<file path="config.mk">
export PLATFORM = sky130hd
export DESIGN_NAME = cordic_sequencer
export DESIGN_NICKNAME = d
export VERILOG_FILES = /design/src/rtl/cordic_pkg.sv /design/src/rtl/cordic_sequencer.sv
export SDC_FILE = /design/constraint.sdc
export NUM_CORES = 1
export LEC_CHECK = 0
export ABC_AREA = 1
export BUFFER_PORTS_ARGS = -buffer_cell sky130_fd_sc_hd__clkbuf_2
export CELL_PAD_IN_SITES_DETAIL_PLACEMENT = 1
export CELL_PAD_IN_SITES_GLOBAL_PLACEMENT = 1
export CORE_MARGIN = 4
export CORE_UTILIZATION = 30
export DETAILED_ROUTE_END_ITERATION = 7
export PLACE_DENSITY_LB_ADDON = 0.1
export SLEW_MARGIN = 15
export SYNTH_ARGS = -nofsm -noshare
export SYNTH_HDL_FRONTEND = slang
export SYNTH_SLANG_ARGS = --single-unit
</file>
<file path="constraint.sdc">
create_clock -name clk -period 1.3 [get_ports clk]
set_clock_uncertainty 0.05 [all_clocks]
set_input_delay 0.065 -clock clk [delete_from_list [all_inputs] [get_ports clk]]
set_output_delay 0.065 -clock clk [all_outputs]
set_load 0.01 [all_outputs]
</file>
<file path="src/rtl/cordic_pkg.sv">
// cordic_pkg: shared constants and types for the
// CORDIC sequencer and its datapath neighbours.
package cordic_pkg;

  localparam int ITERATIONS_DEF = 9;
  localparam int IDX_W_DEF = $clog2(ITERATIONS_DEF);

  typedef enum logic [1:0] {
    S_IDLE,
    S_LOAD,
    S_ITER,
    S_DONE
  } state_t;

  localparam logic MODE_ROT = 1'b0;
  localparam logic MODE_VEC = 1'b1;

endpackage

</file>
<file path="src/rtl/cordic_sequencer.sv">
// cordic_sequencer: FSM and iteration counter that
// steps the CORDIC datapath and registered angle ROM.
module cordic_sequencer
  import cordic_pkg::*;
#(
  parameter int ITERATIONS = ITERATIONS_DEF,
  parameter int IDX_W      = $clog2(ITERATIONS)
) (
  input  logic             clk,
  input  logic             rst,
  input  logic             start,
  input  logic             abort,
  input  logic             mode_in,
  output logic             busy,
  output logic             done,
  output logic             mode,
  output logic             load_en,
  output logic             iter_en,
  output logic [IDX_W-1:0] shift_amt,
  output logic [IDX_W-1:0] angle_idx
);

  localparam logic [IDX_W-1:0] LAST = IDX_W'(ITERATIONS - 1);
  localparam logic [IDX_W-1:0] ONE  = IDX_W'(1);

  state_t           state;
  state_t           state_n;
  logic [IDX_W-1:0] cnt;
  logic [IDX_W-1:0] cnt_n;
  logic             mode_q;
  logic             mode_n;

  always_ff @(posedge clk) begin
    if (rst) begin
      state  <= S_IDLE;
      cnt    <= '0;
      mode_q <= MODE_ROT;
    end else begin
      state  <= state_n;
      cnt    <= cnt_n;
      mode_q <= mode_n;
    end
  end

  always_comb begin
    state_n = state;
    cnt_n   = cnt;
    mode_n  = mode_q;
    unique case (state)
      S_IDLE: begin
        if (start) begin
          state_n = S_LOAD;
          mode_n  = mode_in;
        end
      end
      S_LOAD: begin
        state_n = S_ITER;
        cnt_n   = '0;
      end
      S_ITER: begin
        if (cnt == LAST) begin
          state_n = S_DONE;
          cnt_n   = '0;
        end else begin
          cnt_n = cnt + ONE;
        end
      end
      S_DONE: state_n = S_IDLE;
      default: state_n = S_IDLE;
    endcase
    // abort beats a same-cycle start, so mode is not relatched
    if (abort) begin
      state_n = S_IDLE;
      cnt_n   = '0;
      mode_n  = mode_q;
    end
  end

  assign mode = mode_q;

  // ROM is registered: look one index ahead, clamped at the end
  always_comb begin
    busy      = 1'b0;
    done      = 1'b0;
    load_en   = 1'b0;
    iter_en   = 1'b0;
    shift_amt = '0;
    angle_idx = '0;
    unique case (1'b1)
      (state == S_LOAD): begin
        busy    = 1'b1;
        load_en = 1'b1;
      end
      (state == S_ITER): begin
        busy      = 1'b1;
        iter_en   = 1'b1;
        shift_amt = cnt;
        angle_idx = (cnt == LAST) ? LAST : cnt + ONE;
      end
      (state == S_DONE): done = 1'b1;
      default: ;
    endcase
  end

endmodule

</file>
# After elaboration in Yosys (flattened, before gate mapping)
# Cells that the tools add are included.
# op_classes
add_sub_neg	1
n_eq_ne	6
n_mux	12
n_bitwise	1
reduce_logical	6
# ops
operator	n
$mux W4	4
$pmux W2 S4	1
$pmux W4 S2	1
$add A4 B1 Y4 const B	1
$eq A2 B2 Y1 const B	2
$eq A4 B4 Y1 const B	1
$mux W1	4
$mux W2	2
$reduce_or A2 Y1	2
$reduce_and A3 Y1	1
$eq A2 B1 Y1 const B	1
$logic_not A2 Y1	1
$ne A2 B1 Y1 const B	1
$ne A2 B2 Y1 const B	1
$reduce_and A2 Y1	1
$reduce_bool A2 Y1	1
$not A1 Y1	1
# word_totals
regBits	7
inputBits	5
output_inout_bits	13
elab_cells	29

# Logic depth before layout (Yosys ltp)
# Gate-level depths: netlist of run 1.
# depth
ltp_word	3
depth_mapped	7
depth_no_buf	7

# Worst setup path before layout of run 1
# Ideal clock, no wire load.
# synth_path
path_kind	register -> register
start	register state[1]
end	register cnt[3]
setup_time_ps	64
t_arrival_ps	1181
required_ps	1186
setup_slack_ps	5
stages_incl_launch_ff	7
path_buffers	0
period_less_slack_ps	1295
cell_sequence	dfxtp_1 > inv_1 > ha_1 > nand3_1 > nor2_1 > nor2_1 > nor2_1
# synth_between
elab_chain_cells	2
elab_cells_between_ends	4
classes_between	eq/ne: 2; mux: 1; reduce/logical: 1
# synth_lines
item	line_no	source
from (decl)	cordic_sequencer.sv:26	state_t state;
from (signal assigned)	cordic_sequencer.sv:39	state <= state_n;
$eq A2 B2 Y1 / $eq A2 B1 Y1 (equally long branches)	cordic_sequencer.sv:49	unique case (state)
$pmux W4 S2 / $reduce_bool A2 Y1 (equally long branches)	--	
to (signal assigned)	cordic_sequencer.sv:40	cnt <= cnt_n;
to (decl)	cordic_sequencer.sv:28	logic [IDX_W-1:0] cnt;
# Parallel ways exist; a longest one is shown, timed or not.
# A chain may end at the register's enable or synchronous reset.

# Worst setup path after layout of run 1
# layout_path
start	register cnt[0]
end	output port angle_idx[2]
# layout_between
elab_chain_cells	3
elab_cells_between_ends	4
classes_between	add/sub: 1; eq/ne: 1; mux: 2
# layout_lines
item	line_no	source
$add A4 B1 Y4 / $eq A4 B4 Y1 (equally long branches)	cordic_sequencer.sv:98	angle_idx = (cnt == LAST) ? LAST : cnt + ONE;
$mux W4 (*)	cordic_sequencer.sv:98	
$mux W4 (*)	cordic_sequencer.sv:89	unique case (1'b1)
to (decl)	cordic_sequencer.sv:20	output logic [IDX_W-1:0] angle_idx
# Every way passes the cells marked *; elsewhere a longest branch is shown, timed or not.

==> flow_summary.yaml, run 1 <==
power_and_ir_drop:
  ir_worst_vdd_uv: 616.2
  leakage_nw: 0.4319
  powerDensity_nw_per_um2: 665.4
  power_mw: 0.5487
global_routing:
  grt_usage: 0.1641
  grt-ovfl-total: 0
  grt_max_degree: 9
  grt_pass1_wl_um: 2456
  first_global_vias: 550
  antenna_found_initial: 0
floorplanning:
  row_count: 13
  initial_core_util: 0.3367
  die_width_um: 47.39
  io_pins: 18
  die_area_sq_um: 2246
  die_h_um: 47.39
  design.core.area_sq_um: 1383
drt:
  routed_wl_um: 1584
  drt-pass1-iter-count: 4
  drtIter0Drc: 8
  vias: 563
  drcViolationCount: 0
  avgRoutedWirePerCell_um: 13.20
  ant_nets: 0
  viasPerCell: 4.692
cells_and_area:
  area_growth_pct: 77.15
  layout.cells.non_filler: 120
  final_cell_mix: "nand2_1, inv_1, clkbuf_2, buf_4, nor2_1"
  design_area_sq_um: 824.5
  final_util: 0.5964
  diodes: 0
  mostFrequentLayoutCell: "nand2_1"
  fillers: 182
  drive_above_1_share: 0.5238
  multi_input_area_sq_um: 331.6
  seq_area_sq_um: 150.1
  nNetsFinal: 117
worst_hold_path:
  hp-class: "input pin to register"
  hold_path_startpoint: "mode_in"
  whs_endpoint: "mode"
  whs_path_depth: 3
worst_setup_path:
  crit_arrival_ns: 1.26
  worstPathCellList: "buf_6, ha_4, xor2_1, nand3_1, inv_1, buf_2"
  path_class: "register to output port"
  rr_startpoint: "state[1]"
  rrSetupSlack_ns: 0.05
  r2r-end: "cnt[2]"
  endpoint_kind: "output port"
  cp_slowest_stage_delay_ns: 0.33
  crit_path_max_fanout: 3
  worst_r2r_path_depth: 5
  crit_required_ns: 1.19
  slowest_stage: "dfxtp_2"
  worstSetupStartpointType: "register"
place:
  place_inst: 109
  hpwl_um: 1029
  io_buffers: 17
  routabilityCongestion: 0.7873
  place_area_sq_um: 631.9
flow_run:
  cap_violations: 0
synthesis:
  ys_seq_elements: 7
  synthCells: 69
  syn-cell-area_sq_um: 465.4
  synth_nets: 80
  yosys.area.top_type_share: 0.3011
  yosysWarnings: 0
  synth_largest_area_cell: "dfxtp_1"
  synthTopCellsByArea: "dfxtp_1, ha_1, nand2_1"
  yosys.cell_types.count: 14
  synth_seq_area_share: 0.3011
  syn_avg_cell_area_sq_um: 6.746
outcome:
  violations: "setup timing"
  outcome: "finished with violations"
sta:
  finalCritPeriodShare: 1.058
  tightest_slew_ns: 0.3118
  hold_viol: 0
  setup_viol: 5
  fmax_mhz: 727.2
  worst_slack_ns: -0.07522
  rsz0062_at_grt: "yes"
  period_needed_ns: 1.375
  max-slew-margin-rel: 0.7914
  slew_viol_final: 0
clock_network:
  clock-sinks: 7
  clkTransAtPathRegs_ns: 0.05
  ctsRootBufferMaster: "clkbuf_4"
  clkLatencyLatePin_ns: 0.27
  cts_buffer_depth: 2
  cts_tree: "built"
  htree_levels: 1
  cts_inserted_buffers: 3
## worst max-delay path by stage
stage | endpoint | start
floorplan | cnt[3] | state[1]
finish | angle_idx[2] | cnt[0]
CTS | angle_idx[2] | cnt[0]
global placement | cnt[3] | state[1]
detailed placement | cnt[3] | state[1]
global route | angle_idx[3] | cnt[0]
## repair_timing
item | in CTS | in global routing
buffers inserted | 6 | 1
setup endpoints to repair | 13 | 11
gates resized for setup | 25 | 13
hold endpoints to repair | 1 | 0
cloned | 0 | 0
pin swaps | 6 | 7
hold buffers | 1 | 0
## flip-flops by register name (all words and copies together), names as in the netlist
register	flops
state	2
cnt	4
mode	1
## cell type report
class,instances,share of cell area
multi-input cells,46,0.4021
well taps,15,0.02276
repair buffers,33,0.2868
flip-flops and latches,7,0.1821
inverters,15,0.07436
clock buffers,4,0.03187
## logic make-up (layout without fill, tap and decap cells)
kind of cell,count (synthesis),in the layout,share of synthesized area
compound gates,9,9,0.1129
xor+xnor,1,1,0.01882
fa+ha+maj,6,6,0.1613
buf+inv,16,52,0.1317
flops,7,7,0.3011
simple gates,30,30,0.2742
## through the flow
stage | TNS (ns) | hold WS (ns) | worst slack, ns
4_1_cts | -0.1612 | 0.003692 | -0.09007
3_5_place_dp | -0.03757 | 0.2001 | -0.03757
5_1_grt | -0.7743 | 0.008035 | -0.1426
3_3_place_gp | 0 | 0.1954 | 0.02839
2_1_floorplan | 0 | 0.08407 | 0.005000
6_report | -0.1814 | 0.005270 | -0.07522
## routing by layer
layer  routed length, um  GRT usage  vias to the layer above  part of all wire
met1                 680     0.1900                      260              0.43
met5                   0          0                        -                 0
li1                    -          -                      286                 -
met2                 815     0.2647                       13              0.51
met3                  75    0.06897                        4             0.047
met4                  13    0.06630                        0            0.0082
## synthesized netlist by cell type
| master | number |
|---|---|
| nand3_1 | 5 |
| a21oi_1 | 4 |
| nand3_2 | 1 |
| inv_1 | 14 |
| nand4_1 | 1 |
| ha_1 | 6 |
| inv_2 | 1 |
| xor2_1 | 1 |
| nor2_1 | 8 |
| nand2_1 | 15 |
| dfxtp_1 | 7 |
| o21ai_0 | 3 |
| a21oi_2 | 2 |
| buf_2 | 1 |
## report_power, final
group	switching (mW)	internal, mW
Sequential	0.00936	0.219
Combinational	0.0539	0.0563
Clock	0.0918	0.118
## critical path: cells and delay by family (launching register included)
kind / cells / cell delay [ns]
xor+xnor: 1 / 0.12
fa+ha+maj: 1 / 0.14
buf+inv: 3 / 0.30
flops: 1 / 0.33
simple gates: 1 / 0.11
No activity file was read; power rests on OpenSTA's default activity.
==> run 2, diff against run 1 <==
Settings changed: PLACE_DENSITY set to 0.77, PLACE_DENSITY_LB_ADDON 0.1 to unset, TNS_END_PERCENT set to 20.
==> run 2 against run 1 <==
Routed wire length is 5.6% higher. Worst setup slack got worse by 0.0073 ns. The flow still finishes with violations (setup timing). Critical path depth grew 1. Largest power group unchanged. Critical endpoint is now angle_idx[3]. Combinational power down 12%. Clock-buffer cell count did not move.
==> flow_summary.yaml, run 2 (same netlist as run 1, synthesis figures left out) <==
power_and_ir_drop:
  power_mw: 0.5393
  leakage_nw: 0.4051
  combPwrFrac: 0.180
  p_int_mw: 0.3839
  ir_worst_vdd_uv: 381.9
  p_clk_frac: 0.395
  p_seq_frac: 0.424
  powerDensity_nw_per_um2: 662.1
  swShare: 0.2882
  p_switching_mw: 0.1554
drt:
  drtIter0Drc: 1
  viasPerCell: 4.701
  drt-pass1-iter-count: 2
  vias: 550
  drcViolationCount: 0
  routed_wl_um: 1672
  ant_nets: 0
  avgRoutedWirePerCell_um: 14.29
sta:
  period_needed_ns: 1.383
  finalCritPeriodShare: 1.064
  hold_viol: 0
  fin_hold_ws_ns: 0.008108
  fmax_mhz: 723.3
  slew_viol_final: 0
  worst_slack_ns: -0.08257
  rsz0062_at_grt: "yes"
  tightest_slew_ns: 0.2915
  max-slew-margin-rel: 0.8050
  setup_viol: 4
cells_and_area:
  final_cell_mix: "clkbuf_2, nand2_1, inv_1, nor2_1, buf_4"
  diodes: 0
  fillers: 176
  layout.cells.non_filler: 117
  drive_above_1_share: 0.5392
  largest_reg_flops: 4
  top_register: "cnt"
  mostFrequentLayoutCell: "clkbuf_2"
  final_util: 0.5891
  area_growth_pct: 75.00
  nNetsFinal: 114
clock_network:
  clkTransAtPathRegs_ns: 0.05
  cts_inserted_buffers: 3
  clock-sinks: 7
  cts_tree: "built"
  htree_levels: 1
  cts_buffer_depth: 2
  ctsRootBufferMaster: "clkbuf_4"
  clkLatencyLatePin_ns: 0.27
global_routing:
  antenna_found_initial: 0
  grt_pass1_wl_um: 2691
  grt_max_degree: 10
  first_global_vias: 612
  grt_usage: 0.1886
  grt-ovfl-total: 0
worst_setup_path:
  crit_required_ns: 1.19
  worstSetupStartpointType: "register"
  slowest_stage: "dfxtp_2"
  crit_arrival_ns: 1.27
  worst_r2r_path_depth: 8
  cp_slowest_stage_delay_ns: 0.34
  worstPathCellList: "buf_6, buf_6, nand3_2, nand2_1, nand2_1, nor2_1, buf_2"
  crit_path_max_fanout: 3
  endpoint_kind: "output port"
  path_class: "register to output port"
worst_hold_path:
  hp-class: "input pin to register"
  whs_path_depth: 3
floorplanning:
  row_count: 13
  die_width_um: 47.39
  die_area_sq_um: 2246
  design.core.area_sq_um: 1383
  io_pins: 18
  die_h_um: 47.39
  initial_core_util: 0.3367
flow_run:
  cap_violations: 0
place:
  io_buffers: 17
  place_inst: 107
  routabilityCongestion: 0.7690
  hpwl_um: 1055
outcome:
  outcome: "finished with violations"
  violations: "setup timing"
==> run 2: final cells by class <==
cell class | instances | area, sq um | share of cell area
Inverter | 15 | 58.81 | 0.07220
Timing Repair Buffer | 30 | 212.7 | 0.2611
Tap cell | 15 | 18.77 | 0.02304
Sequential cell | 7 | 151.4 | 0.1859
Multi-Input combinational cell | 46 | 346.6 | 0.4255
Clock buffer | 4 | 26.28 | 0.03226
==> run 2: what timing repair did <==
action	4_1_cts	5_1_grt
hold endpoints to repair	1	0
setup endpoints to repair	12	13
hold buffers	1	0
setup buffers	4	1
resized for setup	21	16
pin swaps	6	6
==> run 2: per-stage QoR <==
| stage | TNS [ns] | cell area [sq um] | setup slack, ns |
|---|---|---|---|
| floorplan | 0 | 465.4 | 0.005000 |
| global placement | 0 | 616.8 | 0.01551 |
| detailed placement | -0.1070 | 616.8 | -0.08096 |
| CTS | -0.2212 | 758.2 | -0.09941 |
| global route | -0.8922 | 814.5 | -0.1650 |
| finish | -0.2323 | 814.5 | -0.08257 |
==> run 2: power by group through the flow <==
stage	Combinational, mW	Sequential [mW]	Clock [mW]
5_1_grt	0.108	0.230	0.246
3_5_place_dp	0.0765	0.232	0
3_3_place_gp	0.0737	0.232	0
4_1_cts	0.0926	0.227	0.219
2_1_floorplan	0.0410	0.232	0
6_report	0.0973	0.229	0.213
==> run 2: path summary, 6_finish.rpt <==
kind | start | endpoint | slack [ns]
worst min register to register | mode | mode | 0.42
worst max-delay path | cnt[0] | angle_idx[3] | -0.08
worst max register to register | cnt[0] | cnt[3] | 0
worst min-delay path | mode_in | mode | 0.008
==> run 2: layer usage <==
metal  vias to the layer above  global-route usage  part of all wire  wire [um]
li1                        276                   -                 -          -
met1                       257              0.1806              0.40        668
met2                        13              0.3155              0.53        883
met3                         4             0.09579             0.050         83
met4                         0              0.1215             0.022         36
met5                         -                   0                 0          0
==> run 2: worst max-delay path: cells and delay by family (launching register included) <==
kind          cells  cell delay [ns]
buf+inv           3             0.36
flops             1             0.34
simple gates      4             0.29
==> run 3, diff against run 2 <==
Settings changed: SETUP_SLACK_MARGIN set to 0.4.
Clock period 1.3 ns to 1.5 ns, I/O delays scaled along.
==> run 3 against run 2 <==
The flow now finishes without violations. Non-clock buffer count grew 3. Combinational power grew 4%. First-iteration DRC count grew to 17 times the previous value. Critical endpoint is now shift_amt[2]. Highest routed layer unchanged. Clock power is 14% lower. Register-to-register slack improved by 0.12 ns. Clock-buffer cell count is the same. Total power fell by 10%. Largest power group unchanged. Critical path type unchanged. Sequential power down 14%. Cell count rose by 2.6%. Global-route usage increased by 3.2 points.
==> flow_summary.yaml, run 3 (same netlist as run 1, synthesis figures left out) <==
clock_network:
  cts_buffer_depth: 2
  clkTransAtPathRegs_ns: 0.06
  cts_tree: "built"
  htree_levels: 1
  ctsRootBufferMaster: "clkbuf_4"
  clock-sinks: 7
  clkLatencyLatePin_ns: 0.27
  cts_inserted_buffers: 3
sta:
  period_needed_ns: 1.435
  max-slew-margin-rel: 0.7923
  finalCritPeriodShare: 0.9569
  tightest_slew_ns: 0.3104
  slew_viol_final: 0
  finalSetupTns_ns: 0
  fmax_mhz: 696.7
  hold_viol: 0
  setup_viol: 0
  rsz0062_at_grt: "yes"
floorplanning:
  initial_core_util: 0.3367
  row_count: 13
  io_pins: 18
  die_h_um: 47.39
  die_width_um: 47.39
  design.core.area_sq_um: 1383
  die_area_sq_um: 2246
flow_run:
  cap_violations: 0
place:
  routabilityCongestion: 0.7213
  place_inst: 100
  io_buffers: 17
  hpwl_um: 951.7
  place_area_sq_um: 600.6
global_routing:
  antenna_found_initial: 0
  first_global_vias: 647
  grt_max_degree: 10
  grt_pass1_wl_um: 3256
  grt-ovfl-total: 0
  grt_usage: 0.2209
worst_setup_path:
  cp-startpoint: "state[0]"
  rrSetupSlack_ns: 0.12
  r2r-end: "state[1]"
  crit_path_max_fanout: 6
  worst_r2r_path_depth: 9
  crit_required_ns: 1.37
  endpoint_kind: "output port"
  rr_startpoint: "cnt[0]"
  worstSetupStartpointType: "register"
  path_class: "register to output port"
  crit_arrival_ns: 1.31
cells_and_area:
  largest_reg_flops: 4
  design_area_sq_um: 882.1
  nNetsFinal: 117
  layout.cells.non_filler: 120
  drive_above_1_share: 0.6000
  area_growth_pct: 89.52
  top_register: "cnt"
  final_util: 0.6380
  diodes: 0
  final_cell_mix: "buf_4, nand2_1, clkbuf_2, inv_1, nor2_1"
  mostFrequentLayoutCell: "buf_4"
  fillers: 162
drt:
  vias: 617
  routed_wl_um: 2347
  avgRoutedWirePerCell_um: 19.56
  ant_nets: 0
  drtIter0Drc: 17
  drt-pass1-iter-count: 4
  viasPerCell: 5.142
  drcViolationCount: 0
power_and_ir_drop:
  leakage_nw: 0.4265
  power_mw: 0.4836
  powerDensity_nw_per_um2: 548.2
  ir_worst_vdd_uv: 483.1
worst_hold_path:
  hold_path_startpoint: "abort"
  whs_endpoint: "mode"
  hp-class: "input pin to register"
  whs_path_depth: 4
outcome:
  outcome: "finished clean"
==> run 3: cell types whose count changed in the layout (fill, tap and decap cells not counted), sizes merged <==
cell         change
dlygate4sd3      +1
buf              +5
clkbuf           -3
==> run 3: worst max-delay path, cell delays in order, from the launching register on <==
cell,delay (ns)
dfxtp_4,0.36
inv_4,0.08
ha_4,0.19
buf_6,0.14
nand2_1,0.08
inv_1,0.06
clkbuf_2,0.12
==> run 3: stage by stage <==
stage / setup slack, ns / hold WS, ns
2_1_floorplan: 0.3876 / 0.09407
3_3_place_gp: 0.3095 / 0.2054
3_5_place_dp: 0.2953 / 0.2092
4_1_cts: 0.1486 / 0.04798
5_1_grt: 0.01443 / 0.1029
6_report: 0.06472 / 0.08690
==> run 3: worst max path at each step <==
stage	end	slack (ns)	cells after the start
floorplan	cnt[3]	0.39	6
global placement	angle_idx[2]	0.31	6
detailed placement	angle_idx[2]	0.30	6
CTS	angle_idx[0]	0.15	6
global route	angle_idx[3]	0.01	5
finish	shift_amt[2]	0.06	6
==> run 3: power by group <==
part | leakage [nW] | switching (mW) | total (mW) | internal (mW)
clock | 0.0150 | 0.0821 | 0.184 | 0.102
combinational | 0.351 | 0.0554 | 0.101 | 0.0455
sequential | 0.0600 | 0.00917 | 0.198 | 0.189
==> run 3: cell type report <==
cell class	count	area [sq um]	share of cell area
Clock buffer	4	26.28	0.02979
Inverter	15	61.31	0.06950
Multi-Input combinational cell	46	387.9	0.4397
Sequential cell	7	153.9	0.1745
Tap cell	15	18.77	0.02128
Timing Repair Buffer	33	234.0	0.2652
==> run 3: timing repair <==
item,CTS,global route
endpoints found under the setup margin,17,18
hold buffers,2,0
setup buffers,12,2
endpoints found under the hold margin,1,0
pin swaps,6,4
resized for setup,19,23
==> run 3: per-layer routing <==
layer  part of all wire  wire length [um]  global-route usage
met5                  0                 0                   0
met3              0.062               145             0.07280
met1               0.43              1003              0.2641
met2               0.48              1128              0.3449
met4              0.030                70              0.1215
